### config.mk
export PLATFORM = sky130hd
export DESIGN_NAME = collision_detect_flat
export DESIGN_NICKNAME = d
export VERILOG_FILES = /design/src/rtl/collision_detect_if.sv /design/src/rtl/collision_detect.sv /design/src/flat_wrapper.sv
export SDC_FILE = /design/constraint.sdc
export NUM_CORES = 1
export LEC_CHECK = 0
export BUFFER_PORTS_ARGS = -buffer_cell sky130_fd_sc_hd__buf_2
export CAP_MARGIN = 20
export CORE_MARGIN = 8
export CORE_UTILIZATION = 58
export DETAILED_ROUTE_END_ITERATION = 8
export HOLD_SLACK_MARGIN = 0.06
export PLACE_DENSITY = 0.87
export SLEW_MARGIN = 20
export SYNTH_ARGS = -nofsm -noshare
export SYNTH_HDL_FRONTEND = slang
export SYNTH_SLANG_ARGS = --single-unit
### constraint.sdc
create_clock -name clk -period 8.05 [get_ports clk]
set_input_delay 1.61 -clock clk [delete_from_list [all_inputs] [get_ports clk]]
set_output_delay 1.61 -clock clk [all_outputs]
set_load 0.02 [all_outputs]
### src/rtl/collision_detect_if.sv
// Frame-tick, position and collision-flag bundle between the game logic and collision_detect.
interface collision_detect_if;
    logic        frame_tick;
    logic [11:0] ball_posx;
    logic [11:0] ball_posy;
    logic [11:0] pl1_posx;
    logic [11:0] pl1_posy;
    logic [11:0] pl2_posx;
    logic [11:0] pl2_posy;
    logic        pl1_col;
    logic        pl2_col;
    logic        net_col;
    logic        gnd_col;
    logic        col_valid;
    logic        busy;

    modport master (
        output frame_tick, ball_posx, ball_posy, pl1_posx, pl1_posy, pl2_posx, pl2_posy,
        input  pl1_col, pl2_col, net_col, gnd_col, col_valid, busy
    );

    modport slave (
        input  frame_tick, ball_posx, ball_posy, pl1_posx, pl1_posy, pl2_posx, pl2_posy,
        output pl1_col, pl2_col, net_col, gnd_col, col_valid, busy
    );
endinterface

### src/rtl/collision_detect.sv
// Per-frame ball/player/net/ground collision detector using one shared squaring multiplier.
// Optional macro COLLISION_COOLDOWN_EN masks repeated player hits for COOLDOWN_FRAMES evaluations.
module collision_detect #(
    parameter int BALL_R = 32,
    parameter int PL_R   = 40,
    parameter int PL_W   = 80,
    parameter int NET_X  = 508,
    parameter int NET_W  = 8,
    parameter int NET_Y  = 450,
    parameter int GND_Y  = 700
`ifdef COLLISION_COOLDOWN_EN
    ,
    parameter int COOLDOWN_FRAMES = 8
`endif
) (
    input logic              clk,
    input logic              rst,
    collision_detect_if.slave cd
);

    typedef enum logic [3:0] {
        IDLE, CAPTURE, SQ1X, SQ1Y, CMP1, SQ2X, SQ2Y, CMP2, NETGND, OUT
    } state_t;

    localparam logic [12:0] BALL_R13  = 13'(BALL_R);
    localparam logic [12:0] BALL_D13  = 13'(2 * BALL_R);
    localparam logic [12:0] PL_R13    = 13'(PL_R);
    localparam logic [12:0] PL_HW13   = 13'(PL_W / 2);
    localparam logic [12:0] NET_L13   = 13'(NET_X);
    localparam logic [12:0] NET_R13   = 13'(NET_X + NET_W);
    localparam logic [12:0] NET_T13   = 13'(NET_Y);
    localparam logic [12:0] GND_Y13   = 13'(GND_Y);
    localparam logic [26:0] HIT_R2    = 27'((BALL_R + PL_R) * (BALL_R + PL_R));

    state_t state, state_next;
    logic   busy_c;

    logic [11:0] ball_x, ball_y, p1_x, p1_y, p2_x, p2_y;
    logic [25:0] sq_x, sq_y;
    logic        hit1, hit2, net_hit, gnd_hit;
    logic        pl1_q, pl2_q, net_q, gnd_q, valid_q;
    logic        pl1_eff, pl2_eff;

    // NOTE: every always_comb output gets a default first, so no path can infer a latch.
    always_comb begin
        state_next = state;
        busy_c     = 1'b1;
        case (state)
            IDLE: begin
                busy_c = 1'b0;
                if (cd.frame_tick) state_next = CAPTURE;
            end
            CAPTURE: state_next = SQ1X;
            SQ1X:    state_next = SQ1Y;
            SQ1Y:    state_next = CMP1;
            CMP1:    state_next = SQ2X;
            SQ2X:    state_next = SQ2Y;
            SQ2Y:    state_next = CMP2;
            CMP2:    state_next = NETGND;
            NETGND:  state_next = OUT;
            OUT:     state_next = IDLE;
            default: state_next = IDLE;
        endcase
    end

    // NOTE: clocked state uses non-blocking assignments so every register samples pre-edge values.
    always_ff @(posedge clk) begin
        if (!rst) state <= IDLE;
        else      state <= state_next;
    end

    // Sprite centres in 13 bits so the signed differences cannot overflow on screen coordinates.
    logic [12:0]        ball_cx, ball_cy, p1_cx, p1_cy, p2_cx, p2_cy;
    logic signed [12:0] dx1, dy1, dx2, dy2, mul_op;
    logic signed [25:0] prod;
    logic [25:0]        sq;
    logic [26:0]        sq_sum;

    always_comb begin
        ball_cx = {1'b0, ball_x} + BALL_R13;
        ball_cy = {1'b0, ball_y} + BALL_R13;
        p1_cx   = {1'b0, p1_x} + PL_HW13;
        p1_cy   = {1'b0, p1_y} + PL_R13;
        p2_cx   = {1'b0, p2_x} + PL_HW13;
        p2_cy   = {1'b0, p2_y} + PL_R13;
        dx1     = signed'(ball_cx - p1_cx);
        dy1     = signed'(ball_cy - p1_cy);
        dx2     = signed'(ball_cx - p2_cx);
        dy2     = signed'(ball_cy - p2_cy);
    end

    always_comb begin
        mul_op = '0;
        case (state)
            SQ1X:    mul_op = dx1;
            SQ1Y:    mul_op = dy1;
            SQ2X:    mul_op = dx2;
            SQ2Y:    mul_op = dy2;
            default: mul_op = '0;
        endcase
    end

    assign prod   = mul_op * mul_op;
    assign sq     = unsigned'(prod);
    assign sq_sum = {1'b0, sq_x} + {1'b0, sq_y};

    logic [12:0] ball_x13, ball_y13;
    logic        net_c, gnd_c;

    always_comb begin
        ball_x13 = {1'b0, ball_x};
        ball_y13 = {1'b0, ball_y};
        net_c    = (ball_x13 + BALL_D13 > NET_L13) && (ball_x13 < NET_R13) &&
                   (ball_y13 + BALL_D13 > NET_T13);
        gnd_c    = (ball_y13 + BALL_D13 >= GND_Y13);
    end

    always_ff @(posedge clk) begin
        if (!rst) begin
            ball_x  <= '0;
            ball_y  <= '0;
            p1_x    <= '0;
            p1_y    <= '0;
            p2_x    <= '0;
            p2_y    <= '0;
            sq_x    <= '0;
            sq_y    <= '0;
            hit1    <= 1'b0;
            hit2    <= 1'b0;
            net_hit <= 1'b0;
            gnd_hit <= 1'b0;
        end else begin
            case (state)
                CAPTURE: begin
                    ball_x <= cd.ball_posx;
                    ball_y <= cd.ball_posy;
                    p1_x   <= cd.pl1_posx;
                    p1_y   <= cd.pl1_posy;
                    p2_x   <= cd.pl2_posx;
                    p2_y   <= cd.pl2_posy;
                end
                SQ1X, SQ2X: sq_x <= sq;
                SQ1Y, SQ2Y: sq_y <= sq;
                CMP1:       hit1 <= (sq_sum <= HIT_R2);
                CMP2:       hit2 <= (sq_sum <= HIT_R2);
                NETGND: begin
                    net_hit <= net_c;
                    gnd_hit <= gnd_c;
                end
                default: ;
            endcase
        end
    end

`ifdef COLLISION_COOLDOWN_EN
    localparam int CD_W = ($clog2(COOLDOWN_FRAMES + 1) > 4) ? $clog2(COOLDOWN_FRAMES + 1) : 4;
    localparam logic [CD_W-1:0] CD_LOAD = CD_W'(COOLDOWN_FRAMES);

    logic [CD_W-1:0] cd1, cd2;

    // A running counter hides the hit entirely; reloading only happens once it has drained.
    assign pl1_eff = hit1 && (cd1 == '0);
    assign pl2_eff = hit2 && (cd2 == '0);

    always_ff @(posedge clk) begin
        if (!rst) begin
            cd1 <= '0;
            cd2 <= '0;
        end else if (state == OUT) begin
            if (cd1 != '0)  cd1 <= cd1 - CD_W'(1);
            else if (hit1)  cd1 <= CD_LOAD;
            if (cd2 != '0)  cd2 <= cd2 - CD_W'(1);
            else if (hit2)  cd2 <= CD_LOAD;
        end
    end
`else
    assign pl1_eff = hit1;
    assign pl2_eff = hit2;
`endif

    always_ff @(posedge clk) begin
        if (!rst) begin
            pl1_q   <= 1'b0;
            pl2_q   <= 1'b0;
            net_q   <= 1'b0;
            gnd_q   <= 1'b0;
            valid_q <= 1'b0;
        end else begin
            valid_q <= (state == OUT);
            if (state == OUT) begin
                pl1_q <= pl1_eff;
                pl2_q <= pl2_eff;
                net_q <= net_hit;
                gnd_q <= gnd_hit;
            end
        end
    end

    assign cd.pl1_col   = pl1_q;
    assign cd.pl2_col   = pl2_q;
    assign cd.net_col   = net_q;
    assign cd.gnd_col   = gnd_q;
    assign cd.col_valid = valid_q;
    assign cd.busy      = busy_c;

endmodule

### src/flat_wrapper.sv
// flat-port wrapper written by rule: the top's interface ports become plain ports
module collision_detect_flat 
#(
    parameter int BALL_R = 32,
    parameter int PL_R   = 40,
    parameter int PL_W   = 80,
    parameter int NET_X  = 508,
    parameter int NET_W  = 8,
    parameter int NET_Y  = 450,
    parameter int GND_Y  = 700

)
  (clk, rst, cd_frame_tick, cd_ball_posx, cd_ball_posy, cd_pl1_posx, cd_pl1_posy, cd_pl2_posx, cd_pl2_posy, cd_pl1_col, cd_pl2_col, cd_net_col, cd_gnd_col, cd_col_valid, cd_busy);
  collision_detect_if cd_i ();
  input logic clk;
  input logic rst;
  input wire logic [$bits(cd_i.frame_tick)-1:0] cd_frame_tick;
  input wire logic [$bits(cd_i.ball_posx)-1:0] cd_ball_posx;
  input wire logic [$bits(cd_i.ball_posy)-1:0] cd_ball_posy;
  input wire logic [$bits(cd_i.pl1_posx)-1:0] cd_pl1_posx;
  input wire logic [$bits(cd_i.pl1_posy)-1:0] cd_pl1_posy;
  input wire logic [$bits(cd_i.pl2_posx)-1:0] cd_pl2_posx;
  input wire logic [$bits(cd_i.pl2_posy)-1:0] cd_pl2_posy;
  output wire logic [$bits(cd_i.pl1_col)-1:0] cd_pl1_col;
  output wire logic [$bits(cd_i.pl2_col)-1:0] cd_pl2_col;
  output wire logic [$bits(cd_i.net_col)-1:0] cd_net_col;
  output wire logic [$bits(cd_i.gnd_col)-1:0] cd_gnd_col;
  output wire logic [$bits(cd_i.col_valid)-1:0] cd_col_valid;
  output wire logic [$bits(cd_i.busy)-1:0] cd_busy;
  assign cd_i.frame_tick = cd_frame_tick;
  assign cd_i.ball_posx = cd_ball_posx;
  assign cd_i.ball_posy = cd_ball_posy;
  assign cd_i.pl1_posx = cd_pl1_posx;
  assign cd_i.pl1_posy = cd_pl1_posy;
  assign cd_i.pl2_posx = cd_pl2_posx;
  assign cd_i.pl2_posy = cd_pl2_posy;
  assign cd_pl1_col = cd_i.pl1_col;
  assign cd_pl2_col = cd_i.pl2_col;
  assign cd_net_col = cd_i.net_col;
  assign cd_gnd_col = cd_i.gnd_col;
  assign cd_col_valid = cd_i.col_valid;
  assign cd_busy = cd_i.busy;
  collision_detect #(.BALL_R(BALL_R), .PL_R(PL_R), .PL_W(PL_W), .NET_X(NET_X), .NET_W(NET_W), .NET_Y(NET_Y), .GND_Y(GND_Y)) u_core (.clk(clk), .rst(rst), .cd(cd_i));
endmodule
==> reports/qor.csv <==
stage,metric,value,unit
clocking,tritoncts,done,
setup_path,crit_arrival,9120,ps
yosys,yosys-top-cells-area,"fa_1 19%, dfxtp_1 17%, ha_1 15%",
timing,slew_violations,0,
run,cap_violations,0,
yosys,avgSynthCellArea,8.202,sq um
drt,wire_per_inst,19.74,microns
clocking,numCtsBuffers,17,
global_routing,grt_first_pass_wirelength,71130,microns
setup_path,worst_path_largest_cell_delay,660,ps
floorplanning,die_h,179.9,microns
drt,drcViolationCount,0,
yosys,syn_area,15570,sq um
finish,stdcell_count,2441,
placement,portBuffers,80,
floorplanning,die-area,32350,sq um
finish,mostFrequentLayoutCells,"331 x nand2_1, 245 x inv_1, 158 x buf_4, 155 x ha_1, 136 x fa_1",
global_routing,grtUsageTotal,26.28,%
placement,dp.cells,2380,
floorplanning,core,26650,sq um
finish,layout.nets,2493,
global_routing,grt_max_degree,83,
timing,skew,24.41,ps
floorplanning,ios,81,
placement,placed_area,17160,sq um
timing,setup_viol,21,
global_routing,grt-ovfl-total,0,
finish,syn2layout_area_growth,20.48,%
placement,gp_congestion,0.9237,
yosys,synth_cell_types,70,
timing,tightestPinTransition,862.1,ps
global_routing,antenna_found_initial,0,
global_routing,grt_pass1_vias,15120,
setup_path,worst_setup_path_end_kind,register,
finish,multiInputGateArea,12340,sq um
finish,final_cell_area,18760,sq um
setup_path,path_class,register to register,
yosys,synth.top_cell.area_share,18.77,%
setup_path,required,8380,ps
timing,period_needed,8795,ps
yosys,synth_cells,1899,
clocking,cts_root_buf,clkbuf_16,
timing,fin_crit_sh,109.3,%
drt,via_count,14920,
timing,worst_slack,-744.9,ps
outcome,violations,setup timing,
finish,mostFrequentLayoutCell,nand2_1,
power_and_ir_drop,leakage,0.008795,uW
drt,routed_wl,48180,microns
yosys,synth_edf_count,0,
yosys,synth-seq-cells,135,
finish,regArea,2733,sq um
yosys,yosys.area.top_type,fa_1,
yosys,ys_warn_count,0,
outcome,run_status,"finished, violations left",
clocking,insertion_delay,460,ps
yosys,synth-seq-area-share,17.35,%
placement,dpl.hpwl,32190,microns
min_path,hold_class,register to register,
floorplanning,rows,60,
setup_path,cp-start-kind,register,
finish,drive_above_1_share,20.48,%
clocking,htreeDepth,4,
finish,fill_cells,1752,
drt,ant_nets,0,
finish,diodes,0,
setup_path,cp_max_fo,11,
setup_path,cpMaxStageDelayCell,fa_2,
timing,hold_viol,0,
yosys,synth_fp_nets,2305,
power_and_ir_drop,powerDensity,175.5,nW/um^2
clocking,clkSinkCount,135,
clocking,clkTransAtPathRegs,80,ps
yosys,async_flop_share,0,%
timing,fmax,0.1137,GHz
drt,drt_iter0_drc,1418,
yosys,synth_ff_type,dfxtp_1,
timing,slew_headroom,42.39,%
floorplanning,start_util,58.44,%
floorplanning,die_x,179.9,microns
drt,firstDrtPassIters,6,
drt,via_per_inst,6.111,
timing,rsz0062_at_grt,yes,
power_and_ir_drop,vdd_ir_drop_max,0.1306,mV
clocking,cts_max_path_buffers,2,
==> repair_timing <==
action,4_1_cts,5_1_grt
hold buffers,0,0
pin swaps,46,89
resized for setup,53,108
endpoints found under the setup margin,20,26
buffers inserted,5,24
==> area by class of cell <==
type	instances	share of cell area (%)
inverters	263	5.314
well taps	341	2.274
multi-input cells	1429	65.75
flip-flops and latches	135	14.56
repair buffers	241	8.715
clock buffers	17	2.267
clock inverters	15	1.120
==> worst max-delay path: cells and delay by family, from the launching register on <==
kind	cells	cell delay [ps]
buffers and inverters	4	540
AND/OR/NAND/NOR	6	990
XOR/XNOR	2	510
flip-flops	1	380
adder cells (fa/ha/maj)	10	4220
multiplexers	1	230
AO/OA/AOI/OAI	7	1760
==> metal layers <==
metal / vias up / global-route usage, % / part of all wire (%)
met3: 303 / 5.222 / 8.3
li1: 6645 / - / -
met5: - / 0 / 0
met2: 889 / 46.02 / 49
met1: 7080 / 29.14 / 36
met4: 0 / 16.11 / 7.0
==> Yosys cell counts (all sizes together), types with 9 or more instances <==
| cell | count |
|---|---|
| a41oi | 11 |
| xnor2 | 78 |
| a21o | 38 |
| a21oi | 58 |
| clkbuf | 63 |
| nand4 | 15 |
| o21ai | 32 |
| and2 | 16 |
| mux2i | 14 |
| a31oi | 9 |
| nand2 | 339 |
| dfxtp | 135 |
| inv | 258 |
| nor2 | 108 |
| buf | 9 |
| nor2b | 17 |
| nand2b | 11 |
| fa | 146 |
| a21boi | 105 |
| nand3 | 41 |
| o21a | 11 |
| and3 | 17 |
| ha | 185 |
| xor2 | 23 |
| o31ai | 10 |
| nor3 | 27 |
==> report_power, final <==
part | total (uW) | switching (uW) | leakage (uW) | internal (uW)
combinational | 1680 | 947 | 0.00739 | 733
clock | 872 | 371 | 0.000303 | 501
sequential | 741 | 37.9 | 0.00110 | 703
==> worst paths after layout <==
check / startpoint / to / slack [ps] / depth (start not counted)
max: u_core.ball_y[5] / u_core.sq_x[25] / -740 / 30
min: u_core.sq_y[21] / u_core.sq_y[21] / 460 / 2
min reg2reg: u_core.sq_y[21] / u_core.sq_y[21] / 460 / 2
max reg2reg: u_core.ball_y[5] / u_core.sq_x[25] / -740 / 30
==> cells by family (layout without fill, tap and decap cells) <==
logic type,after synthesis,after routing,share of synthesized area (%)
multiplexers,16,16,1.044
AO/OA/AOI/OAI,357,357,16.55
XOR/XNOR,101,101,5.680
buffers and inverters,335,536,8.178
adder cells (fa/ha/maj),331,331,33.63
AND/OR/NAND/NOR,624,624,17.57
flip-flops,135,135,17.35
==> flip-flops by register name, indices dropped and copies added, names as in the netlist <==
register and count:
u_core.cd.col_valid 1, u_core.cd.net_col 1, u_core.net_hit 1, u_core.p1_y 12
u_core.hit2 1, u_core.hit1 1, u_core.ball_x 12, u_core.cd.pl2_col 1
u_core.p2_x 12, u_core.gnd_hit 1, u_core.sq_x 25, u_core.p1_x 12
u_core.sq_y 25, u_core.cd.pl1_col 1, u_core.cd.gnd_col 1, u_core.state 4
u_core.ball_y 12, u_core.p2_y 12
==> per-stage QoR <==
stage,TNS (ps),hold slack (ps),setup WS (ps),utilization (%),total power (uW)
after CTS,0,470.5,1.316,67.86,3035
after detailed placement,-3772,459.7,-330.1,64.40,2103
after global routing,-14810,489.2,-963.1,70.41,3441
after global placement,-374.6,454.9,-96.84,64.40,2061
final,-9645,464.8,-744.9,70.41,3294
after floorplan,0,437.7,6.480,-,1649
Note: power is estimated with default switching activity, not from simulation.
